File: src/rtl/hist_pkg.sv
// Shared constants, flag encodings and drain FSM states for the output-SRAM readback path.
package hist_pkg;

  localparam int AddressSize  = 16;
  localparam int DataBusSize  = 128;
  localparam int PixelWidth   = 8;
  localparam int LanesPerWord = DataBusSize / PixelWidth;
  localparam int LaneW        = $clog2(LanesPerWord);
  localparam int CountW       = 15;

  localparam logic [AddressSize-1:0] IMAGE_BASE0 = 16'd0;
  localparam logic [AddressSize-1:0] IMAGE_BASE1 = 16'd32768;
  localparam int                     IMAGE_WORDS = 19200;

  localparam logic [1:0] FLAG_IMG0 = 2'b01;
  localparam logic [1:0] FLAG_IMG1 = 2'b10;

  typedef enum logic [2:0] {
    DR_IDLE,
    DR_FETCH,
    DR_LOAD,
    DR_STREAM,
    DR_DONE
  } drain_state_t;

endpackage

File: src/rtl/output_drain_word_unpacker.sv
// Current/next SRAM word holding registers and the MSB-first pixel lane select.
module word_unpacker
  import hist_pkg::*;
(
  input  logic                   clock,
  input  logic [DataBusSize-1:0] readBus,
  input  logic                   loadCur,
  input  logic                   captureNext,
  input  logic                   swapNext,
  input  logic [LaneW-1:0]       lane,
  output logic [PixelWidth-1:0]  pixel
);

  logic [DataBusSize-1:0] curWord;
  logic [DataBusSize-1:0] nextWord;
  logic [LanesPerWord-1:0][PixelWidth-1:0] lanes;

  always_ff @(posedge clock) begin
    if (loadCur) begin
      curWord <= readBus;
    end else if (swapNext) begin
      curWord <= nextWord;
    end
    if (captureNext) begin
      nextWord <= readBus;
    end
  end

  // Lane 0 is the top byte; with 16 lanes, (15 - lane) is simply ~lane.
  assign lanes = curWord;
  assign pixel = lanes[~lane];

endmodule

File: src/rtl/output_drain.sv
// Streams a finished image back out of the output SRAM as pixels over valid/ready,
// triggered by completion edges on GlobalFlag with a one-deep pending request.
module output_drain
  import hist_pkg::*;
#(
  parameter logic [AddressSize-1:0] Base0    = IMAGE_BASE0,
  parameter logic [AddressSize-1:0] Base1    = IMAGE_BASE1,
  parameter int                     NumWords = IMAGE_WORDS
) (
  input  logic                   clock,
  input  logic                   reset,
  input  logic [1:0]             GlobalFlag,
  output logic [AddressSize-1:0] ReadAddressOut,
  input  logic [DataBusSize-1:0] ReadBusOut,
  output logic [PixelWidth-1:0]  PixelOut,
  output logic                   PixelValid,
  input  logic                   PixelReady,
  output logic                   FrameFirst,
  output logic                   FrameLast,
  output logic                   ImageId,
  output logic [1:0]             DrainDone
);

  localparam logic [CountW-1:0] LastIdx  = CountW'(NumWords - 1);
  localparam logic [LaneW-1:0]  LastLane = LaneW'(LanesPerWord - 1);

  drain_state_t state, stateNext;

  logic [1:0]             gfQ;
  logic                   armed;
  logic                   newReq, newImg;
  logic                   pendValid, pendImg;
  logic [CountW-1:0]      count;
  logic [LaneW-1:0]       lane;
  logic                   lastWord;
  logic                   prefVld_p0, prefVld_p1;
  logic [PixelWidth-1:0]  lanePixel;
  logic [AddressSize-1:0] imgBase;
  logic                   xfer, atWordEnd, moreWords;
  logic                   startFrame, startImg, loadCur, issuePref, swapNext;

  // armed masks the first cycle after reset so a flag held through reset is not an edge.
  assign newReq    = armed && (GlobalFlag != gfQ) &&
                     ((GlobalFlag == FLAG_IMG0) || (GlobalFlag == FLAG_IMG1));
  assign newImg    = (GlobalFlag == FLAG_IMG1);
  assign xfer      = PixelValid && PixelReady;
  assign atWordEnd = (lane == LastLane);
  assign moreWords = (count < LastIdx);
  assign imgBase   = ImageId ? Base1 : Base0;

  always_comb begin
    stateNext  = state;
    startFrame = 1'b0;
    startImg   = pendValid ? pendImg : newImg;
    loadCur    = 1'b0;
    issuePref  = 1'b0;
    swapNext   = 1'b0;
    unique case (state)
      DR_IDLE: begin
        if (pendValid || newReq) begin
          startFrame = 1'b1;
          stateNext  = DR_FETCH;
        end
      end
      DR_FETCH: stateNext = DR_LOAD;
      DR_LOAD: begin
        loadCur   = 1'b1;
        issuePref = moreWords;
        stateNext = DR_STREAM;
      end
      DR_STREAM: begin
        if (xfer && atWordEnd) begin
          if (lastWord) begin
            stateNext = DR_DONE;
          end else begin
            swapNext  = 1'b1;
            issuePref = moreWords;
          end
        end
      end
      DR_DONE: stateNext = DR_IDLE;
      default: stateNext = DR_IDLE;
    endcase
  end

  always_ff @(posedge clock or posedge reset) begin
    if (reset) begin
      state          <= DR_IDLE;
      gfQ            <= 2'b00;
      armed          <= 1'b0;
      pendValid      <= 1'b0;
      pendImg        <= 1'b0;
      ImageId        <= 1'b0;
      ReadAddressOut <= '0;
      count          <= '0;
      lane           <= '0;
      lastWord       <= 1'b0;
      PixelValid     <= 1'b0;
      FrameFirst     <= 1'b0;
      DrainDone      <= 2'b00;
      prefVld_p0     <= 1'b0;
      prefVld_p1     <= 1'b0;
    end else begin
      state      <= stateNext;
      gfQ        <= GlobalFlag;
      armed      <= 1'b1;
      prefVld_p0 <= issuePref;
      prefVld_p1 <= prefVld_p0;

      // Serving the pending slot frees it for a request arriving the same cycle.
      if (startFrame) begin
        pendValid <= pendValid && newReq;
        if (newReq) pendImg <= newImg;
      end else if (newReq && !pendValid) begin
        pendValid <= 1'b1;
        pendImg   <= newImg;
      end

      if (startFrame) begin
        ImageId        <= startImg;
        ReadAddressOut <= startImg ? Base1 : Base0;
        count          <= '0;
      end
      if (issuePref) begin
        count          <= count + 1'b1;
        ReadAddressOut <= imgBase + AddressSize'(count + 1'b1);
      end

      if (xfer) begin
        FrameFirst <= 1'b0;
        lane       <= lane + 1'b1;
      end
      // count indexes the most recently fetched word, i.e. the one about to become current.
      if (loadCur) begin
        lane       <= '0;
        PixelValid <= 1'b1;
        FrameFirst <= 1'b1;
        lastWord   <= (count == LastIdx);
      end
      if (swapNext) begin
        lastWord <= (count == LastIdx);
      end
      if ((state == DR_STREAM) && (stateNext == DR_DONE)) begin
        PixelValid <= 1'b0;
      end
      if (state == DR_DONE) begin
        DrainDone[ImageId] <= 1'b1;
      end
    end
  end

  word_unpacker u_unpacker (
    .clock       (clock),
    .readBus     (ReadBusOut),
    .loadCur     (loadCur),
    .captureNext (prefVld_p1),
    .swapNext    (swapNext),
    .lane        (lane),
    .pixel       (lanePixel)
  );

  assign PixelOut  = PixelValid ? lanePixel : '0;
  assign FrameLast = PixelValid && lastWord && atWordEnd;

endmodule
File: config.mk
export PLATFORM = sky130hd
export DESIGN_NAME = output_drain
export DESIGN_NICKNAME = d
export VERILOG_FILES = /design/src/rtl/hist_pkg.sv /design/src/rtl/output_drain_word_unpacker.sv /design/src/rtl/output_drain.sv
export SDC_FILE = /design/constraint.sdc
export NUM_CORES = 1
export LEC_CHECK = 0
export CAP_MARGIN = 10
export CORE_MARGIN = 2
export CORE_UTILIZATION = 50
export DETAILED_ROUTE_END_ITERATION = 16
export PLACE_DENSITY_LB_ADDON = 0.25
export REMOVE_ABC_BUFFERS = 1
export SLEW_MARGIN = 20
export SYNTH_ARGS = -nofsm -noshare
export SYNTH_HDL_FRONTEND = slang
export SYNTH_SLANG_ARGS = --single-unit
File: constraint.sdc
create_clock -name clock -period 9.8 [get_ports clock]
set_input_delay 1.96 -clock clock [delete_from_list [all_inputs] [get_ports clock]]
set_output_delay 1.96 -clock clock [all_outputs]
set_load 0.05 [all_outputs]
==> flow_metrics.env <==
export IMPL_p_per_area_nw_per_um2=174
export IMPL_drive_gt1_frac=0.292
export IMPL_wl_um=23000
export IMPL_port_buffers=162
export IMPL_p_leak_nw=5.07
export IMPL_coreArea_um2=23500
export IMPL_muxShareOfSynthArea=0.198
export IMPL_cpMostUsedCell="mux4_2"
export IMPL_synth_top_family_by_area="multiplexers"
export IMPL_start_kind="register"
export IMPL_syn_to_final_growth_pct=25.4
export IMPL_ctsResizeCount=0
export IMPL_ys_seq_elements=292
export IMPL_critPathCaptureType="output port"
export IMPL_combinationalPowerShare=0.027
export IMPL_whs_path_depth=0
export IMPL_seqPwrFrac=0.516
export IMPL_synth_distinct_cells=48
export IMPL_routed_via_density=5.46
export IMPL_skew_ns=0.0106
export IMPL_start_util=0.509
export IMPL_setup_tns_ns=0
export IMPL_cp_cell_sequence="buf_4, mux4_2, mux4_2, and2_1, clkdlybuf4s50_1"
export IMPL_highest_layer="met5"
export IMPL_synth_compound_area_frac=0.0214
export IMPL_fmax_ghz=0.177
export IMPL_place_gp_congestion=0.821
export IMPL_grt_pass1_vias=6608
export IMPL_period_minus_slack_ns=5.66
export IMPL_swShare=0.191
export IMPL_relSlewSlack=0.322
export IMPL_place_ws_ns=4.65
export IMPL_hold_class="reg2reg"
export IMPL_track_usage=0.185
export IMPL_clk_pin_slew_ns=0.06
export IMPL_clockPowerShare=0.457
export IMPL_worstMarginPinSlew_ns=1.02
export IMPL_syn_cell_area_um2=12000
export IMPL_cts_max_level=1
export IMPL_p_int_mw=2.11
export IMPL_fin_area_um2=15000
export IMPL_cts_sinks=292
export IMPL_hpwl_um=14800
export IMPL_synthSimpleGateAreaFrac=0.0379
export IMPL_cts_path_max_buffers=3
export IMPL_ios=163
export IMPL_syn_area_per_cell_um2=19.1
export IMPL_fin_crit_sh=0.577
export IMPL_first_pass_iters=5
export IMPL_finalMaxSlewViolations=0
export IMPL_critPathRequiredTime_ns=7.84
export IMPL_die_h_um=159
export IMPL_synthAdderAreaFrac=0.00398
export IMPL_cts_tree="yes"
export IMPL_report_final_setup_viol=0
export IMPL_drt_iter0_markers=451
export IMPL_hold_viol=0
export IMPL_antenna_found_initial=3
export IMPL_seq_area_frac_synth=0.718
export IMPL_reg2reg_depth=6
export IMPL_maxCapViolCount=0
export IMPL_slowest_delay_ns=0.75
export IMPL_dieArea_um2=25200
export IMPL_root_buffer="clkbuf_16"
export IMPL_numCtsBuffers=30
export IMPL_p_sw_mw=0.499
export IMPL_ant_nets=0
export IMPL_route_met3_wl_um=1360
export IMPL_routedWlPerCell_um=20.2
export IMPL_worst_path_max_delay_cell="dfrtp_2"
export IMPL_worst_slack_ns=4.14
export IMPL_critical_path_class="reg2out"
export IMPL_drc=0
export IMPL_synth_cells=625
export IMPL_grt_overflow_total=0
export IMPL_grt_max_degree=81
export IMPL_clk_latency_ns=0.54
export IMPL_placed_area_um2=13900
export IMPL_grt_pass1_wl_um=35800
export IMPL_fin_cells=1140
export IMPL_worstPathArrival_ns=3.70
export IMPL_dr_wl_met2_um=11600
export IMPL_dr_total_vias=6219
export IMPL_cts_hold_buffers=0
export IMPL_rsz0062_at_grt="no"
export IMPL_post_cts_buffers=0
export IMPL_synth_xor_area_frac=0.00586
export IMPL_yosys_warnings=0
export IMPL_hold_ws_ns=0.346
export IMPL_rows=56
export IMPL_fillers=1580
export IMPL_status="finished clean"
export IMPL_peakVddDrop_v=0.000153
export IMPL_crit_path_max_fanout=19
export IMPL_dp_cells=1081
export IMPL_nNetsFinal=931
export IMPL_wl_met1_um=9740
export IMPL_die_x_um=159
## cell families after synthesis
group                    after synthesis
flip-flops                           292
multiplexers                         170
AND/OR/NAND/NOR                       79
buffers and inverters                 38
AO/OA/AOI/OAI                         33
XOR/XNOR                               8
adder cells (fa/ha/maj)                4
other                                  1
## stage by stage
stage	util	power, mW
2_1_floorplan	-	1.38
3_3_place_gp	0.592	1.44
3_5_place_dp	0.592	1.44
4_1_cts	0.637	2.63
5_1_grt	0.638	2.68
6_report	0.638	2.61
## layout by cell type, fill, tap and decap left out, drive strengths merged, types with 2 or more instances in the layout
cell type	instances
a211o	8
mux2	129
bufinv	2
and3	12
or2	2
and2	12
a221o	4
xnor2	5
a31o	2
nor2b	2
clkinv	9
nor2	8
a21o	4
diode	2
nor3	9
nor3b	2
inv	9
clkdlybuf4s50	162
mux4	40
a21oi	3
nand4	7
a22o	2
ha	3
nand2	11
o21ai	4
edfxtp	256
nand2b	3
xor2	3
clkbuf	38
clkinvlp	5
dfrtp	36
nand3	6
buf	7
## final timing paths
check	to	slack, ns	start
max	PixelOut[5]	4.14	lane[0]
min	prefVld_p1	0.35	prefVld_p0
max reg2reg	u_unpacker.curWord[43]	6.11	lane[0]
min reg2reg	prefVld_p1	0.35	prefVld_p0
max in group asynchronous	prefVld_p1	7.61	reset
min in group asynchronous	state[2]	1.83	reset
## cell usage after synthesis, drive strengths merged
master	n	area (um2)
ha	3	37.5
nand2b	3	18.8
and4	1	8.76
a221o	4	41.3
a31oi	1	6.26
nor3b	2	20.0
o22ai	1	6.26
o21bai	1	7.51
buf	14	83.8
inv	7	26.3
a211oi	1	7.51
nand4b	1	8.76
conb	1	3.75
a22o	2	17.5
o2bb2ai	1	8.76
a21o	4	30.0
clkbuf	17	63.8
xnor2	5	43.8
nor2	8	30.0
a21oi	3	15.0
mux2	129	1450
nor2b	2	12.5
edfxtp	256	7690
o21ai	4	20.0
mux4	40	901
mux2i	1	10.0
o21a	1	7.51
nor3	9	45.0
nor4bb	1	10.0
dfrtp	36	901
maj3	1	10.0
nand2	11	41.3
and4bb	1	12.5
a211o	8	70.1
nand4	7	43.8
or2	2	12.5
or3	1	6.26
and2	12	77.6
nand3	6	30.0
a31o	2	17.5
and3	12	75.1
xor2	3	26.3
## metal layers
metal / track usage / up-vias
met3: 0.0367 / 30
met4: 0.0395 / 2
met1: 0.249 / 3137
met2: 0.317 / 200
li1: - / 2850
met5: 0 / -
## worst max-delay path: cells and delay by family (launching register included)
family	cells	cell delay [ns]
and+or+nand+nor	1	0.21
buffers and inverters	2	1.17
DFF	1	0.75
muxes	2	1.02
## registers in the layout (all words and copies together) (netlist names), 2 cells and up
signal	cells
lane	4
u_unpacker.curWord	128
ReadAddressOut	16
u_unpacker.nextWord	128
DrainDone	2
gfQ	2
state	3
## power by group through the flow
stage	Clock (mW)	Sequential [mW]	Combinational, mW
after floorplan	0	1.37	0.00557
after global placement	0	1.37	0.0673
after detailed placement	0	1.37	0.0696
after CTS	1.22	1.35	0.0702
after global routing	1.26	1.34	0.0750
final	1.19	1.35	0.0696
## layout make-up
| class | count | area, um2 | share of cell area |
|---|---|---|---|
| Antenna cell | 2 | 5.00 | 0.000334 |
| Sequential cell | 292 | 8590 | 0.573 |
| Timing Repair Buffer | 169 | 1690 | 0.113 |
| Clock inverter | 18 | 165 | 0.0110 |
| Multi-Input combinational cell | 295 | 3200 | 0.213 |
| Tap cell | 319 | 399 | 0.0266 |
| Clock buffer | 38 | 908 | 0.0606 |
| Inverter | 7 | 28.8 | 0.00192 |
No activity file was read; power rests on OpenSTA's default activity.
